**config.mk**
```make
export PLATFORM = sky130hd
export DESIGN_NAME = bitser_sub
export DESIGN_NICKNAME = d
export VERILOG_FILES = /design/src/rtl/bitser_sub_pkg.sv /design/src/rtl/bitser_sub_bit1sub.sv /design/src/rtl/bitser_sub.sv
export SDC_FILE = /design/constraint.sdc
export NUM_CORES = 1
export LEC_CHECK = 0
export CORE_AREA = 4 4 82 46
export CTS_BUF_LIST = sky130_fd_sc_hd__clkbuf_4
export DETAILED_ROUTE_END_ITERATION = 8
export DIE_AREA = 0 0 86 50
export PLACE_DENSITY = 0.79
export SYNTH_ARGS = -nofsm -noshare
export SYNTH_HDL_FRONTEND = slang
export SYNTH_HIERARCHICAL = 1
export SYNTH_SLANG_ARGS = --single-unit
```
**constraint.sdc**
```tcl
create_clock -name clk -period 1.6 [get_ports clk]
set_input_delay 0.32 -clock clk [delete_from_list [all_inputs] [get_ports clk]]
set_output_delay 0.32 -clock clk [all_outputs]
set_load 0.05 [all_outputs]
```
**src/rtl/bitser_sub_pkg.sv**
```systemverilog
// -----------------------------------------------------------------------------
// bitser_sub_pkg
// Shared definitions for the bit-serial subtractor:
//   - state_e    : FSM state encoding (2'd3 is unused and recovers to IDLE)
//   - signed_ovf : two's-complement overflow rule for A - B
// -----------------------------------------------------------------------------
package bitser_sub_pkg;

    typedef enum logic [1:0] {
        ST_IDLE = 2'd0,
        ST_RUN  = 2'd1,
        ST_DONE = 2'd2
    } state_e;

    // Subtraction overflows only when the operand signs differ and the
    // result sign disagrees with the minuend sign.
    function automatic logic signed_ovf(input logic a_msb,
                                        input logic b_msb,
                                        input logic d_msb);
        return (a_msb != b_msb) && (d_msb != a_msb);
    endfunction

endpackage

```
**src/rtl/bitser_sub_bit1sub.sv**
```systemverilog
// -----------------------------------------------------------------------------
// bit1sub
// Purely combinational 1-bit full subtractor computing a - b - bin.
// Ports:
//   a, b, bin : minuend bit, subtrahend bit, borrow in
//   out       : difference bit
//   bout      : borrow out
// -----------------------------------------------------------------------------
module bit1sub (
    input  logic a,
    input  logic b,
    input  logic bin,
    output logic out,
    output logic bout
);

    assign out  = a ^ b ^ bin;
    // Borrow when b exceeds a, or when a == b and a borrow is already pending.
    assign bout = (~a & b) | (~(a ^ b) & bin);

endmodule

```
**src/rtl/bitser_sub.sv**
```systemverilog
// -----------------------------------------------------------------------------
// bitser_sub
// Bit-serial WIDTH-bit subtractor computing A - B, LSB first, one bit/clock.
// Ports:
//   clk, rst   : clock, synchronous active-high reset
//   start      : request, accepted only while ready=1
//   a, b       : minuend / subtrahend, sampled on the accepting edge
//   ready      : high in IDLE
//   done       : one-cycle pulse when the result is valid
//   diff       : A - B modulo 2^WIDTH
//   bout       : final borrow (unsigned A < B)
//   ovf        : signed two's-complement overflow
// -----------------------------------------------------------------------------
module bitser_sub
    import bitser_sub_pkg::*;
#(
    parameter int WIDTH = 8
) (
    input  logic             clk,
    input  logic             rst,
    input  logic             start,
    input  logic [WIDTH-1:0] a,
    input  logic [WIDTH-1:0] b,
    output logic             ready,
    output logic             done,
    output logic [WIDTH-1:0] diff,
    output logic             bout,
    output logic             ovf
);

    localparam int                CNT_W    = $clog2(WIDTH);
    localparam logic [CNT_W-1:0] CNT_LAST = CNT_W'(WIDTH - 1);
    localparam logic [CNT_W-1:0] CNT_ONE  = CNT_W'(1);

    state_e           state_q, state_d;
    logic [WIDTH-1:0] sa_q, sa_d;
    logic [WIDTH-1:0] sb_q, sb_d;
    logic [WIDTH-1:0] diff_q, diff_d;
    logic [CNT_W-1:0] cnt_q, cnt_d;
    logic             borrow_q, borrow_d;
    logic             a_msb_q, a_msb_d;
    logic             b_msb_q, b_msb_d;
    logic             bout_q, bout_d;
    logic             ovf_q, ovf_d;

    logic             d_s;
    logic             bo_s;

    // Single bit slice shared by every serial step.
    bit1sub u_slice (
        .a    (sa_q[0]),
        .b    (sb_q[0]),
        .bin  (borrow_q),
        .out  (d_s),
        .bout (bo_s)
    );

    // Next-state and datapath update for the IDLE/RUN/DONE sequencer.
    always_comb begin
        state_d  = state_q;
        sa_d     = sa_q;
        sb_d     = sb_q;
        diff_d   = diff_q;
        cnt_d    = cnt_q;
        borrow_d = borrow_q;
        a_msb_d  = a_msb_q;
        b_msb_d  = b_msb_q;
        bout_d   = bout_q;
        ovf_d    = ovf_q;

        case (state_q)
            ST_IDLE: begin
                if (start) begin
                    // diff is deliberately left alone; it shifts out during RUN.
                    sa_d     = a;
                    sb_d     = b;
                    a_msb_d  = a[WIDTH-1];
                    b_msb_d  = b[WIDTH-1];
                    borrow_d = 1'b0;
                    cnt_d    = '0;
                    state_d  = ST_RUN;
                end else begin
                    state_d  = ST_IDLE;
                end
            end
            ST_RUN: begin
                sa_d     = {1'b0, sa_q[WIDTH-1:1]};
                sb_d     = {1'b0, sb_q[WIDTH-1:1]};
                diff_d   = {d_s, diff_q[WIDTH-1:1]};
                borrow_d = bo_s;
                if (cnt_q == CNT_LAST) begin
                    // Last slice: d_s is the result MSB, bo_s the final borrow.
                    bout_d  = bo_s;
                    ovf_d   = signed_ovf(a_msb_q, b_msb_q, d_s);
                    state_d = ST_DONE;
                end else begin
                    cnt_d   = cnt_q + CNT_ONE;
                    state_d = ST_RUN;
                end
            end
            ST_DONE: begin
                state_d = ST_IDLE;
            end
            default: begin
                state_d = ST_IDLE;
            end
        endcase
    end

    // State and datapath registers with synchronous reset.
    always_ff @(posedge clk) begin
        if (rst) begin
            state_q  <= ST_IDLE;
            sa_q     <= '0;
            sb_q     <= '0;
            diff_q   <= '0;
            cnt_q    <= '0;
            borrow_q <= 1'b0;
            a_msb_q  <= 1'b0;
            b_msb_q  <= 1'b0;
            bout_q   <= 1'b0;
            ovf_q    <= 1'b0;
        end else begin
            state_q  <= state_d;
            sa_q     <= sa_d;
            sb_q     <= sb_d;
            diff_q   <= diff_d;
            cnt_q    <= cnt_d;
            borrow_q <= borrow_d;
            a_msb_q  <= a_msb_d;
            b_msb_q  <= b_msb_d;
            bout_q   <= bout_d;
            ovf_q    <= ovf_d;
        end
    end

    // Handshake outputs decode directly from the registered state.
    assign ready = (state_q == ST_IDLE);
    assign done  = (state_q == ST_DONE);
    assign diff  = diff_q;
    assign bout  = bout_q;
    assign ovf   = ovf_q;

endmodule

```
== Word level (Yosys, flattened, before mapping) ==
Cells that the tools add are included.
Storage, ports and cells
  register bits after elaboration: 34
  input port bits: 19
  logic and storage cells: 44
Operators by class
  $add $sub $neg: 1
  equality and inequality tests: 7
  muxes and demuxes: 12
  bitwise operators: 7
  reduce and logical (&&, ||, !) cells: 7
Operator list (number)
  one-hot mux 8 bit (2 select lines): 2
  2-to-1 mux 8 bit: 2
  2-to-1 mux 3 bit: 2
  one-hot mux 3 bit (2 select lines): 1
  AND reduction 2 bit: 3
  inequality test 2 bit (second input constant): 2
  one-hot mux 2 bit (2 select lines): 1
  adder 3 x 1 -> 3 bit (second input constant): 1
  == test 3 bit (second input constant): 1
  AND reduction 3 bit: 1
  bitwise AND 1 bit: 2
  == test 2 x 1 -> 1 bit (second input constant): 1
  == test 2 bit (second input constant): 1
  zero test 2 bit: 1
  2-to-1 mux 1 bit: 2
  2-to-1 mux 2 bit: 1
  inequality test 1 bit: 2
  NOT 1 bit: 2
  one-hot mux 1 bit (2 select lines): 1
  nonzero test 2 bit: 1
  bitwise XOR 1 bit: 2
  logical AND 1 bit: 1
  bitwise OR 1 bit: 1

== Logic depth before layout (Yosys ltp) ==
Gate-level depths: netlist (run 1).
  word-level depth: 5
  depth in mapped cells: 6
  depth with buffers taken out: 5

== Cells and area by module ==
Netlist (run 1), hierarchy kept.
Modules (own cells, without submodules)
  bitser_sub: instances 1, cells each 165, area an instance 1506.4 µm²
  bit1sub: instances 1, cells each 4, area an instance 31.3 µm²

== Worst setup path before layout (run 1) ==
Ideal clock, no wire load.
  path kind: register to output
  start: reg state_q[1]
  end: out done
  arrival: 1460 ps
  data required time: 1280 ps
  setup slack: -180 ps
  stages on the path, launching flop included: 5
  path through: dfxtp_1 buf_4 inv_1 buf_2 nor2_1
On the way
  longest elaborated chain between the ends: 1
Ends and longest elaborated chain
  from (decl): RTL line bitser_sub.sv:35  | state_e state_q, state_d;
  from (signal assigned): RTL line bitser_sub.sv:124  | state_q <= state_d;
  == test 2 bit: RTL line bitser_sub.sv:139  | assign done = (state_q == ST_DONE);
  to (decl): RTL line bitser_sub.sv:25  | output logic done,
No other way between the ends.

== Worst setup path in the final report (run 1) ==
Same ends and word-level chain as after synthesis.

==> summary.txt, run 1 <==
Timing
  • Final Max Tran Viols: 0
  • Slew headroom: 81.6%
  • Setup TNS: 0 ns
  • Slew @ Worst Pin: 0.276 ns
  • Highest Clock Rate: 683 MHz
  • Period utilisation layout: 91.6%
  • Min cycle time layout: 1.47 ns
  • Final setup fails: 0
  • Post-Route Skew: between 0.009 and 0.01 ns
  • Final hold viol count: 0
  • Unrepaired setup endpoints after global routing: false
  • Final worst slack: 0.135 ns

Pwr
  • PD cells: 871 mW/mm²
  • Sw power: 0.454 mW
  • Maximum VDD drop: ~510 µV
  • Clock group share of total power: around a quarter
  • Tot Pwr: 1.64 mW
  • Part of the power in registers: 57.1%
  • Internal Pwr Total: around 1.2 mW
  • Switching share of power: 27.7%
  • Combinational power share: approximately 18%
  • Leakage power: 0.693 nW

Synthesis
  • Top cell type by total area after synthesis: dfxtp_1
  • Post-synth top area share: between 40% and 50%
  • Post-synthesis sequential element count: 34
  • Most used flip-flop cell after synthesis: dfxtp_1
  • Cells after synthesis: around 170
  • Synth top cells by count: 34 x dfxtp_1, 24 x nand2_1, 15 x a21oi_1, 12 x o22ai_1, 11 x nor2_1
  • Async SR Flop Fraction: 0%
  • Post-synthesis area per instance: 9.10 µm²
  • Ranking of synthesized cells by area: dfxtp_1 44%, a211oi_2 8.1%, nand2_1 5.9%
  • Number of synthesized flops with an enable pin: 0
  • Post-synthesis cell area: 0.00154 mm²
  • Syn_nets: 191
  • Cell with the most instances after synthesis: dfxtp_1
  • Synth warn: 6
  • Seq/Total Area, Yosys: 44.3%
  • Netlist cell types: 32

Worst setup path
  • Top Family by Delay on Critical Path: flip-flops
  • R2r setup slk: approximately 0.15 ns
  • CP Class: register to output port
  • Worst EP arrival: 1.15 ns
  • Max FO, Critical Path: 13
  • Worst Setup End Kind: output port
  • Crit-path cells: inv_1 -> nor2_2 -> buf_12
  • Crit path launch type: register
  • CP required: between 1 and 1.5 ns
  • CP max-delay cell: dfxtp_4
  • Slowest stage delay, CP: about 0.43 ns
  • CP bufs+invs: 2

Placed design
  • Post-Place Cell Area: 0.00184 mm²
  • Post-DP HPWL: 2140 µm
  • Place WS: about 0.038 ns
  • Inst Count DP: 232
  • IO Port Bufs: 30
  • GP Congestion: 0.749

Clock network
  • Hold_buf cts: 0
  • Reg clk slew, reported paths: 0.09 ns
  • CTS Buf Count: 5
  • Postcts setup bufs: 0
  • Clock Latency Late Sink: 0.33 ns
  • CTS H-tree lvls: 2
  • CTS Sinks: 34
  • Clock root buffer: clkbuf_4
  • CTS tree: done
  • CTS max path bufs: 2

Global routing
  • First-pass GRT wire length: 5000 µm
  • Number of global-route vias before repair: 1163
  • Initial antenna violation count: 0
  • Largest net degree at the start of global routing: 35
  • Grt ovf: 0
  • GR Util All Layers: approximately 15%

Floorplanning
  • Row count: 14
  • Initial Util: 51.9%
  • Die X: 86 µm
  • IO Pins: 31
  • Die H: 50 µm
  • Core box area: 0.00296 mm²
  • Die ar.: 0.00430 mm²

Detailed routing
  • Routed Antenna Nets: 0
  • Initial DRT Pass Iterations: 4
  • Post-Route WL: about 3100 µm
  • Via/cell ratio: ~5.3
  • Drt first-iter violations: 65
  • Avg WL per Cell: about 13 µm
  • Vias: 1270
  • # DRC: 0

Final layout
  • Post-route cell area: 0.00188 mm²
  • Share of cells above drive strength 1: about 25%
  • Area Growth Syn to Fin: 22.4%
  • Ant diodes: 0
  • Post-route insts no fill: 238
  • Fin nets: 221
  • Fillers: 258

Job
  • Max cap viols: 0

Min path
  • Hold/Removal Path Class: register to register

Run status
  • Status: completed
==> layer usage <==
metal	vias up	wire, µm	global-route usage, %
li1	650	-	-
met1	585	1430	17.2
met2	30	1480	24.4
met3	5	155	4.66
met4	0	42	6.32
met5	-	0	0
==> final timing paths <==
check,start,endpoint,cells past startpoint
max,state_q[1],done,3
min,bout,bout,2
max reg2reg,sb_q[0],ovf,5
min reg2reg,bout,bout,2
==> registers in the layout, summed over array words and instances (netlist names) <==
name	count
sa_q	8
bout	1
sb_q	8
borrow_q	1
diff	8
a_msb_q	1
b_msb_q	1
cnt_q	3
ovf	1
state_q	2
==> cells by family after synthesis <==
group	after synthesis	share of synthesized area, %
AOI/OAI and AO/OA	52	25.2
adders and majority gates	3	2.93
buffers and inverters	19	7.89
DFF	34	44.3
and+or+nand+nor	61	19.7
==> layout make-up <==
| class | count | area (µm²) | area share (%) |
|---|---|---|---|
| sequential | 34 | 686 | 36.4 |
| timing repair buffer | 37 | 348 | 18.5 |
| multi-input combinational | 116 | 738 | 39.2 |
| clock buffer | 5 | 37.5 | 1.99 |
| tap | 40 | 50.0 | 2.66 |
| clock inverter | 1 | 3.75 | 0.199 |
| inverter | 5 | 18.8 | 0.997 |
==> cell usage in the layout (no fill, tap or decap), types with 2 or more instances in the layout <==
cell type         n
clkdlybuf4s50_1  18
nor3_1            2
o22ai_1          12
nand3_1           5
dfxtp_1          32
buf_12            2
a211oi_2         10
a211oi_1          4
clkbuf_4          5
nand2_1          24
nor2_1           10
ha_1              2
buf_4            17
a31oi_1           3
nor3b_1           3
o2bb2ai_1         2
o21ai_0           3
a21oi_1          15
inv_1             4
nor2_2           11
==> per-stage QoR <==
step	hold WS, ns	utilization, %
finish	0.472	63.6
global route	0.498	63.6
CTS	0.469	63.4
detailed placement	0.457	62.0
global placement	0.443	62.0
floorplan	0.436	-
==> power groups by stage <==
stage / sequential, mW / combinational, mW / clock, mW
CTS: 0.936 / 0.290 / 0.429
detailed placement: 0.955 / 0.290 / 0
floorplan: 0.951 / 0.212 / 0
global route: 0.941 / 0.319 / 0.460
finish: 0.936 / 0.289 / 0.414
global placement: 0.954 / 0.284 / 0
==> worst min-delay path, stage by stage, from the launching register on <==
cell	delay (ns)
dfxtp_1	0.32
nand2_1	0.05
a21oi_1	0.06
==> what timing repair did <==
action                                  in CTS  in global routing
resized for setup                            1                  2
endpoints found under the setup margin       1                  2
pin swaps                                    0                  0
Power figures use the tool's default switching activity.
==> run 2: changes to the inputs <==
GPL_TIMING_DRIVEN = 1   (was unset)
==> results of run 2 <==
Final layout, timing and power as in run 1 (identical DEF).
==> run 3: changes to the inputs <==
CAP_MARGIN = 20   (was unset)
CELL_PAD_IN_SITES_DETAIL_PLACEMENT = 0   (was unset)
CELL_PAD_IN_SITES_GLOBAL_PLACEMENT = 1   (was unset)
CORE_AREA = 4 4 94 52   (was 4 4 82 46)
DIE_AREA = 0 0 98 56   (was 0 0 86 50)
PLACE_DENSITY = unset   (was 0.79)
PLACE_DENSITY_LB_ADDON = 0.1   (was unset)
TNS_END_PERCENT = 1   (was unset)
==> run 3 against run 2 <==
Effect of this change: non-clock buffer count is 1 higher; flip-flop and latch count did not move; combinational power rose by 6%; critical path depth stayed put; setup slack got worse by 0.035 ns; critical path type unchanged; critical endpoint is now ready.
==> summary.txt, run 3 (synthesis results as in run 1) <==
Worst setup path
  • Top Family by Delay on Critical Path: flip-flops
  • Worst EP arrival: 1.18 ns
  • Worst Setup End Kind: output port
  • Worst reg2reg endpoint: ovf
  • Max FO, Critical Path: 9
  • FF-to-FF path depth: 5
  • CP Class: register to output port
  • RR Startpoint: cnt_q[0]
  • CP required: 1.28 ns
  • CP bufs+invs: 2
  • Crit-path cells: buf_4 -> nor2_2 -> buf_12
  • Slowest stage delay, CP: 0.36 ns
  • Crit path launch type: register
  • R2r setup slk: 0.15 ns
  • CP max-delay cell: dfxtp_2

Placed design
  • GP Congestion: roughly 0.73
  • Post-DP HPWL: 2500 µm
  • Inst Count DP: 250
  • Place WS: -0.0526 ns
  • IO Port Bufs: 30
  • Post-Place Cell Area: between 0.0015 and 0.002 mm²

Floorplanning
  • Initial Util: 37.1%
  • IO Pins: 31
  • Core box area: 0.00415 mm²
  • Row count: 17
  • Die H: 56 µm
  • Die ar.: 0.00549 mm²
  • Die X: 98 µm

Clock network
  • CTS tree: done
  • CTS Sinks: 34
  • Reg clk slew, reported paths: 0.11 ns
  • Clock root buffer: clkbuf_4
  • Clock Latency Late Sink: 0.34 ns
  • CTS H-tree lvls: 2
  • CTS max path bufs: 2
  • CTS Buf Count: 5

Global routing
  • Number of global-route vias before repair: 1210
  • Largest net degree at the start of global routing: 35
  • Grt ovf: 0
  • GR Util All Layers: 14.0%
  • Initial antenna violation count: 0
  • First-pass GRT wire length: 6110 µm

Detailed routing
  • # DRC: 0
  • Initial DRT Pass Iterations: 4
  • Post-Route WL: roughly 3600 µm
  • Drt first-iter violations: between 80 and 90
  • Vias: 1268
  • Via/cell ratio: 4.91
  • Routed Antenna Nets: 0
  • Avg WL per Cell: 14.0 µm

Final layout
  • Ant diodes: 0
  • Area Growth Syn to Fin: 28.5%
  • Most frequent cells in the layout: 32 x dfxtp_1, 24 x nand2_1, 18 x clkdlybuf4s50_1
  • Post-route insts no fill: 258
  • Most common cell after layout, fill and taps aside: dfxtp_1
  • Post-route cell area: 0.00198 mm²
  • Share of cells above drive strength 1: 27.4%
  • Fin nets: 222

Timing
  • Highest Clock Rate: 667 MHz
  • Period utilisation layout: 93.8%
  • Setup TNS: 0 ns
  • Final Max Tran Viols: 0
  • Post-Route Skew: 0.00676 ns
  • Slew headroom: just under 80%
  • Unrepaired setup endpoints after global routing: false
  • Final worst slack: 0.0998 ns
  • Min cycle time layout: 1.50 ns
  • Final setup fails: 0
  • Final hold viol count: 0
  • Slew @ Worst Pin: 0.314 ns

Min path
  • Hold path cells: 2
  • Min-Delay Startpoint: diff[4]
  • WHS Endpoint: diff[3]
  • Hold/Removal Path Class: register to register

Pwr
  • PD cells: 873 mW/mm²
  • Maximum VDD drop: 369 µV
  • Leakage power: 0.722 nW

Run status
  • Status: completed

Job
  • Max cap viols: 0
[run 3: routing by layer]
| metal | vias up | part of all wire [%] | global-route usage (%) | wire [µm] |
|---|---|---|---|---|
| met2 | 30 | 39 | 18.4 | 1430 |
| li1 | 657 | - | - | - |
| met5 | - | 0 | 0 | 0 |
| met4 | 0 | 1.7 | 5.92 | 63 |
| met1 | 573 | 53 | 20.4 | 1920 |
| met3 | 8 | 5.6 | 4.63 | 203 |
[run 3: how the worst max path moves through the flow]
stage	start	end	slack, ns	depth (start not counted)
after floorplan	state_q[1]	done	0.04	4
after global placement	start	sa_q[1]	0.002	4
after detailed placement	start	sa_q[1]	-0.05	4
after CTS	state_q[1]	ready	0.05	3
after global routing	cnt_q[0]	cnt_q[2]	0.01	6
final	state_q[1]	ready	0.1	3
[run 3: worst register-to-register path: stages (launching register included)]
cell and delay [ns]:
dfxtp_1 0.41, ha_1 0.17, ha_1 0.25, nand3b_1 0.19, nor3_1 0.25, nor3_1 0.07
[run 3: layout make-up]
class | instances | area [µm²]
Inverter | 5 | 18.8
Multi-Input combinational cell | 116 | 743
Fill cell | 415 | 2170
Clock buffer | 6 | 45.0
Sequential cell | 34 | 683
Clock inverter | 2 | 8.76
Timing Repair Buffer | 38 | 405
Tap cell | 57 | 71.3
[run 3: report_power, final]
group          total, mW  switching (mW)  internal (mW)
Combinational      0.306           0.156          0.150
Clock              0.481           0.299          0.182
Sequential         0.938          0.0418          0.896
[run 3: repair_timing]
item / 4_1_cts / 5_1_grt
setup endpoints to repair: 1 / 2
gates resized for setup: 2 / 2
hold buffers: 0 / 0
cloned: 0 / 0
endpoints found under the hold margin: 0 / 0
pin swaps: 0 / 0
buffers inserted: 0 / 0
[run 3: stage by stage]
step           hold slack [ns]  utilization [%]  power [mW]
6_report                 0.472             47.6        1.72
2_1_floorplan            0.436                -        1.16
5_1_grt                  0.495             47.6        1.83
3_5_place_dp             0.463             46.2        1.26
4_1_cts                  0.478             47.5        1.75
3_3_place_gp             0.444             46.2        1.25
